`config.mk`:
```
export PLATFORM = sky130hd
export DESIGN_NAME = gpr_ctx_xfer
export DESIGN_NICKNAME = d
export VERILOG_FILES = /design/src/rtl/gpr_ctx_xfer.sv
export SDC_FILE = /design/constraint.sdc
export NUM_CORES = 1
export LEC_CHECK = 0
export CAP_MARGIN = 20
export CORE_MARGIN = 2
export CORE_UTILIZATION = 32
export DETAILED_ROUTE_END_ITERATION = 16
export PLACE_DENSITY = 0.8
export SYNTH_ARGS = -nofsm -noshare
export SYNTH_HDL_FRONTEND = slang
export SYNTH_SLANG_ARGS = --single-unit
```
`constraint.sdc`:
```
create_clock -name clk -period 2.45 [get_ports clk]
set_clock_uncertainty 0.15 [all_clocks]
set_input_delay 0.49 -clock clk [delete_from_list [all_inputs] [get_ports clk]]
set_output_delay 0.49 -clock clk [all_outputs]
set_load 0.01 [all_outputs]
```
`src/rtl/gpr_ctx_xfer.sv`:
```
// Context save/restore engine: streams every GPR out to memory (SAVE) or
// back in from memory (RESTORE) through the register file's ports.
module gpr_ctx_xfer #(
    parameter int REG_NUM = 32,
    parameter int REG_AW  = 5,
    parameter int DATA_W  = 32,
    parameter int MEM_AW  = 32
) (
    input  logic              clk,
    input  logic              reset,
    input  logic              start_save,
    input  logic              start_restore,
    input  logic [MEM_AW-1:0] base_addr,
    output logic              busy,
    output logic              done,
    output logic [REG_AW-1:0] gpr_rd_addr,
    input  logic [DATA_W-1:0] gpr_rd_data,
    output logic              gpr_we_,
    output logic [REG_AW-1:0] gpr_wr_addr,
    output logic [DATA_W-1:0] gpr_wr_data,
    output logic              mem_req,
    output logic              mem_rw,
    output logic [MEM_AW-1:0] mem_addr,
    output logic [DATA_W-1:0] mem_wr_data,
    input  logic [DATA_W-1:0] mem_rd_data,
    input  logic              mem_rdy
);

    // state      | meaning
    // ST_IDLE    | waiting for start_save / start_restore
    // ST_SAVE    | reading GPR[idx], storing it to base_q + 4*idx
    // ST_RESTORE | loading base_q + 4*idx, writing GPR[idx]
    // ST_DONE    | one-cycle completion pulse, still busy
    localparam logic [1:0] ST_IDLE    = 2'd0;
    localparam logic [1:0] ST_SAVE    = 2'd1;
    localparam logic [1:0] ST_RESTORE = 2'd2;
    localparam logic [1:0] ST_DONE    = 2'd3;

    localparam logic [REG_AW-1:0] IDX_LAST  = REG_AW'(REG_NUM - 1);
    localparam logic [MEM_AW-1:0] ALIGN_MSK = ~MEM_AW'(3);

    logic [1:0]        state;
    logic [REG_AW-1:0] idx;
    logic [MEM_AW-1:0] base_q;
    logic [MEM_AW-1:0] word_offset;
    logic              in_save;
    logic              in_restore;
    logic              in_xfer;

    always_ff @(posedge clk) begin
        if (reset) begin
            state  <= ST_IDLE;
            idx    <= '0;
            base_q <= '0;
        end else begin
            case (state)
                ST_IDLE: begin
                    if (start_save) begin
                        state  <= ST_SAVE;
                        idx    <= '0;
                        base_q <= base_addr & ALIGN_MSK;
                    end else if (start_restore) begin
                        state  <= ST_RESTORE;
                        idx    <= '0;
                        base_q <= base_addr & ALIGN_MSK;
                    end
                end
                ST_SAVE, ST_RESTORE: begin
                    // Terminal compare on the last index rather than on wrap, so
                    // REG_NUM == 2**REG_AW still stops after REG_NUM words.
                    if (mem_rdy) begin
                        if (idx == IDX_LAST) begin
                            state <= ST_DONE;
                            idx   <= '0;
                        end else begin
                            idx <= idx + 1'b1;
                        end
                    end
                end
                ST_DONE: begin
                    state <= ST_IDLE;
                end
                default: begin
                    state <= ST_IDLE;
                end
            endcase
        end
    end

    assign in_save     = (state == ST_SAVE);
    assign in_restore  = (state == ST_RESTORE);
    assign in_xfer     = in_save | in_restore;
    assign word_offset = MEM_AW'({idx, 2'b00});

    assign busy = (state != ST_IDLE);
    assign done = (state == ST_DONE);

    // Requests and GPR writes are masked while reset is high so that a reset
    // landing mid-transfer cannot complete one last handshake on its edge.
    assign mem_req     = in_xfer & ~reset;
    assign mem_rw      = in_save;
    assign mem_addr    = in_xfer ? (base_q + word_offset) : '0;
    assign mem_wr_data = in_save ? gpr_rd_data : '0;

    assign gpr_rd_addr = in_save ? idx : '0;
    assign gpr_we_     = ~(in_restore & mem_rdy & ~reset);
    assign gpr_wr_addr = in_restore ? idx : '0;
    assign gpr_wr_data = in_restore ? mem_rd_data : '0;

endmodule

```
After elaboration in Yosys (flattened, before gate mapping)
Index checks and enable logic that the tools add are counted.

operators by class
  $add $sub $neg = 2
  multipliers = 0
  div/mod/pow operators = 0
  magnitude comparators = 0
  eq/ne operators = 7
  shifts and indexed selects = 0
  mux-type cells = 17
  bitwise gates (word level) = 6
  reduce and logical (&&, ||, !) cells = 8

operators with widths
  kind                                                             count
  32-bit two-way mux                                               5
  32-bit by 7-bit adder with 32-bit output                         1
  5-bit two-way mux                                                6
  5-bit case mux with 2 select lines                               1
  2-bit two-way mux                                                4
  2-bit case mux with 3 select lines                               1
  3-bit AND reduction                                              2
  2-bit nonzero test                                               3
  5-bit by 1-bit adder with 5-bit output, second input constant    1
  5-bit == test, second input constant                             1
  2-bit == test, second input constant                             2
  2-bit != test, second input constant                             2
  1-bit bitwise AND                                                3
  3-bit != test, second input constant                             1
  2-bit by 1-bit == test with 1-bit output, second input constant  1
  2-bit zero test                                                  1
  1-bit inverter                                                   2
  2-bit AND reduction                                              1
  2-bit OR reduction                                               1
  1-bit OR                                                         1

word-level totals
  register bits = 39
  bits in latches = 0
  memory bits (writable) = 0
  memory bits (read-only) = 0
  bits of input ports = 101
  output and inout bits = 111
  logic and storage cells = 43
  memories kept = 0

Longest topological paths before layout
  depth after elaboration = 4
  gate-level depth with buffers = 8
  gate-level depth less buffers = 7

Worst setup path after synthesis
OpenSTA, ideal clock, no wires.

  kind = register to output
  from = register idx[0]
  to = output port mem_addr[26]
  arrival = 1.963 ns
  required time = 1.810 ns
  path slack = -0.153 ns
  cell stages (with the launch flop) = 8
  path buffers = 0
  cell sequence = dfxtp_1 ha_1 fa_1 a211oi_1 o21bai_2 nand3_2 or4_1 a21boi_1

on the way
  longest elaborated chain between the ends = 2

RTL lines
  element                                   line  text
  start, declared                           43    logic [REG_AW-1:0] idx;
  start signal, assigned                    76    idx <= idx + 1'b1;
  32-bit by 7-bit adder with 32-bit output  102   assign mem_addr = in_xfer ? (base_q + word_offset) : '0;
  32-bit two-way mux                        102
  end, declared                             23    output logic [MEM_AW-1:0] mem_addr,

Every way passes these cells.

Worst setup path in the final report
  from = register idx[1]
  to = output port mem_addr[12]

The elaborated chain is that of the path after synthesis.

==> flow_summary.toml <==
[run_status]
outcome = "finished, violations left"
failed_checks = "negative setup slack"

[yosys]
syn_avg_cell_area_sq_um = 7.36
ys_warn_count = 0
synth.distinct_cells = 49
syn_area_sq_um = 2950
yosysSeqAreaShare_pct = 25.1
syn_inst = 401
yosys_register_bits = 37

[clock_tree]
cts_buffers = 5
clk_latency_ps = 290
clk_pin_slew_ps = 70
htree_levels = 2
cts_tree = "yes"
cts_buffer_depth = 2
root_buffer = "clkbuf_8"
clock_sinks = 37
holdBufCountCts = 0

[grt]
grt_pass1_vias = 3789
track_usage_pct = 23.5
grt_max_degree = 39
grt_pass1_wl_microns = 18800
overflow = 0
antenna_found_initial = 0

[setup_path]
cp_data_arrival_time_ps = 2240
cp-end-kind = "primary output"
startpoint_type = "flop"
crit_type = "reg -> out"
path_max_fanout = 6
required_ps = 1810

[pwr]
power_density_nw_per_um2 = 622
power_leakage_uw = 0.00304
netSwitchingPower_uw = 1500
p_sw_share_pct = 40.0
pwr-share-clk_pct = 14.5
combPwrFrac_pct = 63.0
p_seq_share_pct = 22.5
power_uw = 3750
p_int_uw = 2250
peakVddDrop_v = 0.000337

[hold_path]
hold_class = "reg -> reg"

[timing]
setup_ws_ps = -427
fin_crit_ps = 2880
hold_viol = 0
drv_slew = 0
fin_crit_sh_pct = 117
setup_violations = 28
rsz0062_at_grt = "true"
fmax_ghz = 0.348

[floorplanning]
die-area_sq_um = 10000
dieHeight_microns = 100
core_sq_um = 9110
ios = 212
initial_utilization_pct = 32.4
die_x_microns = 100
row_count = 35

[final_layout]
nets = 777
diodes = 0
drive_gt1_share_pct = 24.5
nFillCells = 714
area_delta_synth_final_pct = 104

[detailed_routing]
ant_nets = 0
wl_per_cell_microns = 16.3
drc = 0
via_per_inst = 4.94
drt-total-wl_microns = 12600
drt_iter0_markers = 179
dr.pass1.iters = 5
vias = 3835

[place]
hpwl_microns = 8990
gp_congestion = 0.840
place_ws_ps = -560
port_buffers = 207

[run]
drv_cap = 0
## what timing repair did
| action | in CTS | in global routing |
|---|---|---|
| buffers inserted | 8 | 3 |
| gates cloned | 1 | 0 |
| setup endpoints to repair | 93 | 75 |
| endpoints found under the hold margin | 0 | 0 |
| gates resized for setup | 176 | 52 |
| pin swaps | 43 | 35 |
## per-layer routing
layer / up-vias / routed length [microns] / track usage [%]
li1: 1865 / - / -
met1: 1738 / 4890 / 26.7
met2: 191 / 6440 / 44.3
met3: 41 / 939 / 4.46
met4: 0 / 348 / 6.74
met5: - / 0 / 0
## through the flow
stage / setup TNS (ps) / hold WS [ps] / cells / utilization, % / cell area (sq um)
after detailed placement: -11810 / 307 / 756 / 61.2 / 5570
after global routing: -10960 / 359 / 776 / 66.2 / 6030
after floorplan: -41.6 / 290 / 402 / - / 2980
after global placement: -10540 / 299 / 756 / 61.2 / 5570
final: -9010 / 332 / 776 / 66.2 / 6030
after CTS: -8050 / 321 / 773 / 64.0 / 5830
## power groups by stage
stage | clock [uW] | combinational, uW | sequential, uW
final | 544 | 2360 | 846
after CTS | 555 | 2320 | 839
after detailed placement | 0 | 2360 | 842
after floorplan | 0 | 1040 | 881
after global placement | 0 | 2310 | 830
after global routing | 581 | 2560 | 859
## cells in the final DEF, fill, tap and decap left out, types with 5 or more instances in the layout
cell / instances
buf_2: 27
clkdlybuf4s50_1: 134
clkbuf_8: 5
a21oi_1: 37
nand2b_1: 5
nand2_1: 71
xor2_1: 12
xnor2_1: 7
dlymetal6s2s_1: 27
buf_4: 58
o21ai_2: 6
or3_1: 5
dlygate4sd2_1: 18
ha_4: 6
nand3_1: 6
ha_1: 5
inv_1: 6
nand4_1: 7
dfxtp_2: 5
buf_6: 13
nor2_1: 7
dfxtp_1: 32
and2_1: 94
## critical path, stage by stage (launching register included)
cell,delay [ps]
dfxtp_2,330
buf_4,130
fa_2,410
a211oi_4,340
o21bai_4,110
buf_6,150
nand4_1,90
xnor2_1,120
and2_1,130
buf_2,120
## cells by family (layout without fill, tap and decap cells)
family	Yosys count	count (layout)	share of synthesized area [%]
AO/OA/AOI/OAI	75	75	16.5
XOR/XNOR	22	22	6.53
adder cells (fa/ha/maj)	12	12	5.34
buffers and inverters	32	295	4.66
flip-flops	37	37	25.1
multiplexers	1	1	0.339
other	1	2	0.127
AND/OR/NAND/NOR	221	221	41.3
## path summary, 6_finish.rpt
check,start,end,slack (ps),depth (start not counted)
max,idx[1],mem_addr[12],-430,9
min,base_q[2],base_q[2],330,2
max reg2reg,idx[0],idx[0],390,8
min reg2reg,base_q[2],base_q[2],330,2
## cell type report
type	instances	area, sq um	area share (%)
clock inverter	3	46.3	0.767
multi-input combinational	333	2370	39.4
sequential	37	747	12.4
tap	111	139	2.30
inverter	6	22.5	0.373
clock buffer	5	68.8	1.14
timing repair buffer	281	2630	43.7
## cell usage after synthesis, drive strengths merged
cell     count  area share (%)
clkbuf      21             2.7
a211oi       4             1.0
mux2i        1            0.34
nand2       74             9.7
xor2        12             3.6
or2          1            0.21
conb         1            0.13
a2111oi      4             2.5
nand4b       1            0.30
nor2         8             1.0
and2        95              20
ha          11             4.7
dfxtp       37              25
a21oi       42             7.1
nand4        9             2.6
and4         2            0.64
nand3b       2            0.51
a311oi       1            0.30
fa           1            0.68
nor2b        2            0.42
o21a         1            0.25
or3          5             1.1
or4          2            0.64
xnor2       10             3.0
inv          6            0.76
a21o         3            0.76
a211o        2            0.59
o21bai       1            0.38
a21boi       7             1.8
nand2b       5             1.1
and3         4            0.85
o211ai       1            0.25
o31ai        1            0.25
o21ai        8             1.4
nor3         3            0.68
buf          5             1.2
nand3        8             1.5
## state kept, by name (all words and copies together) (netlist names)
register and cells:
state 2, base_q 30, idx 5
Power figures use the tool's default switching activity.
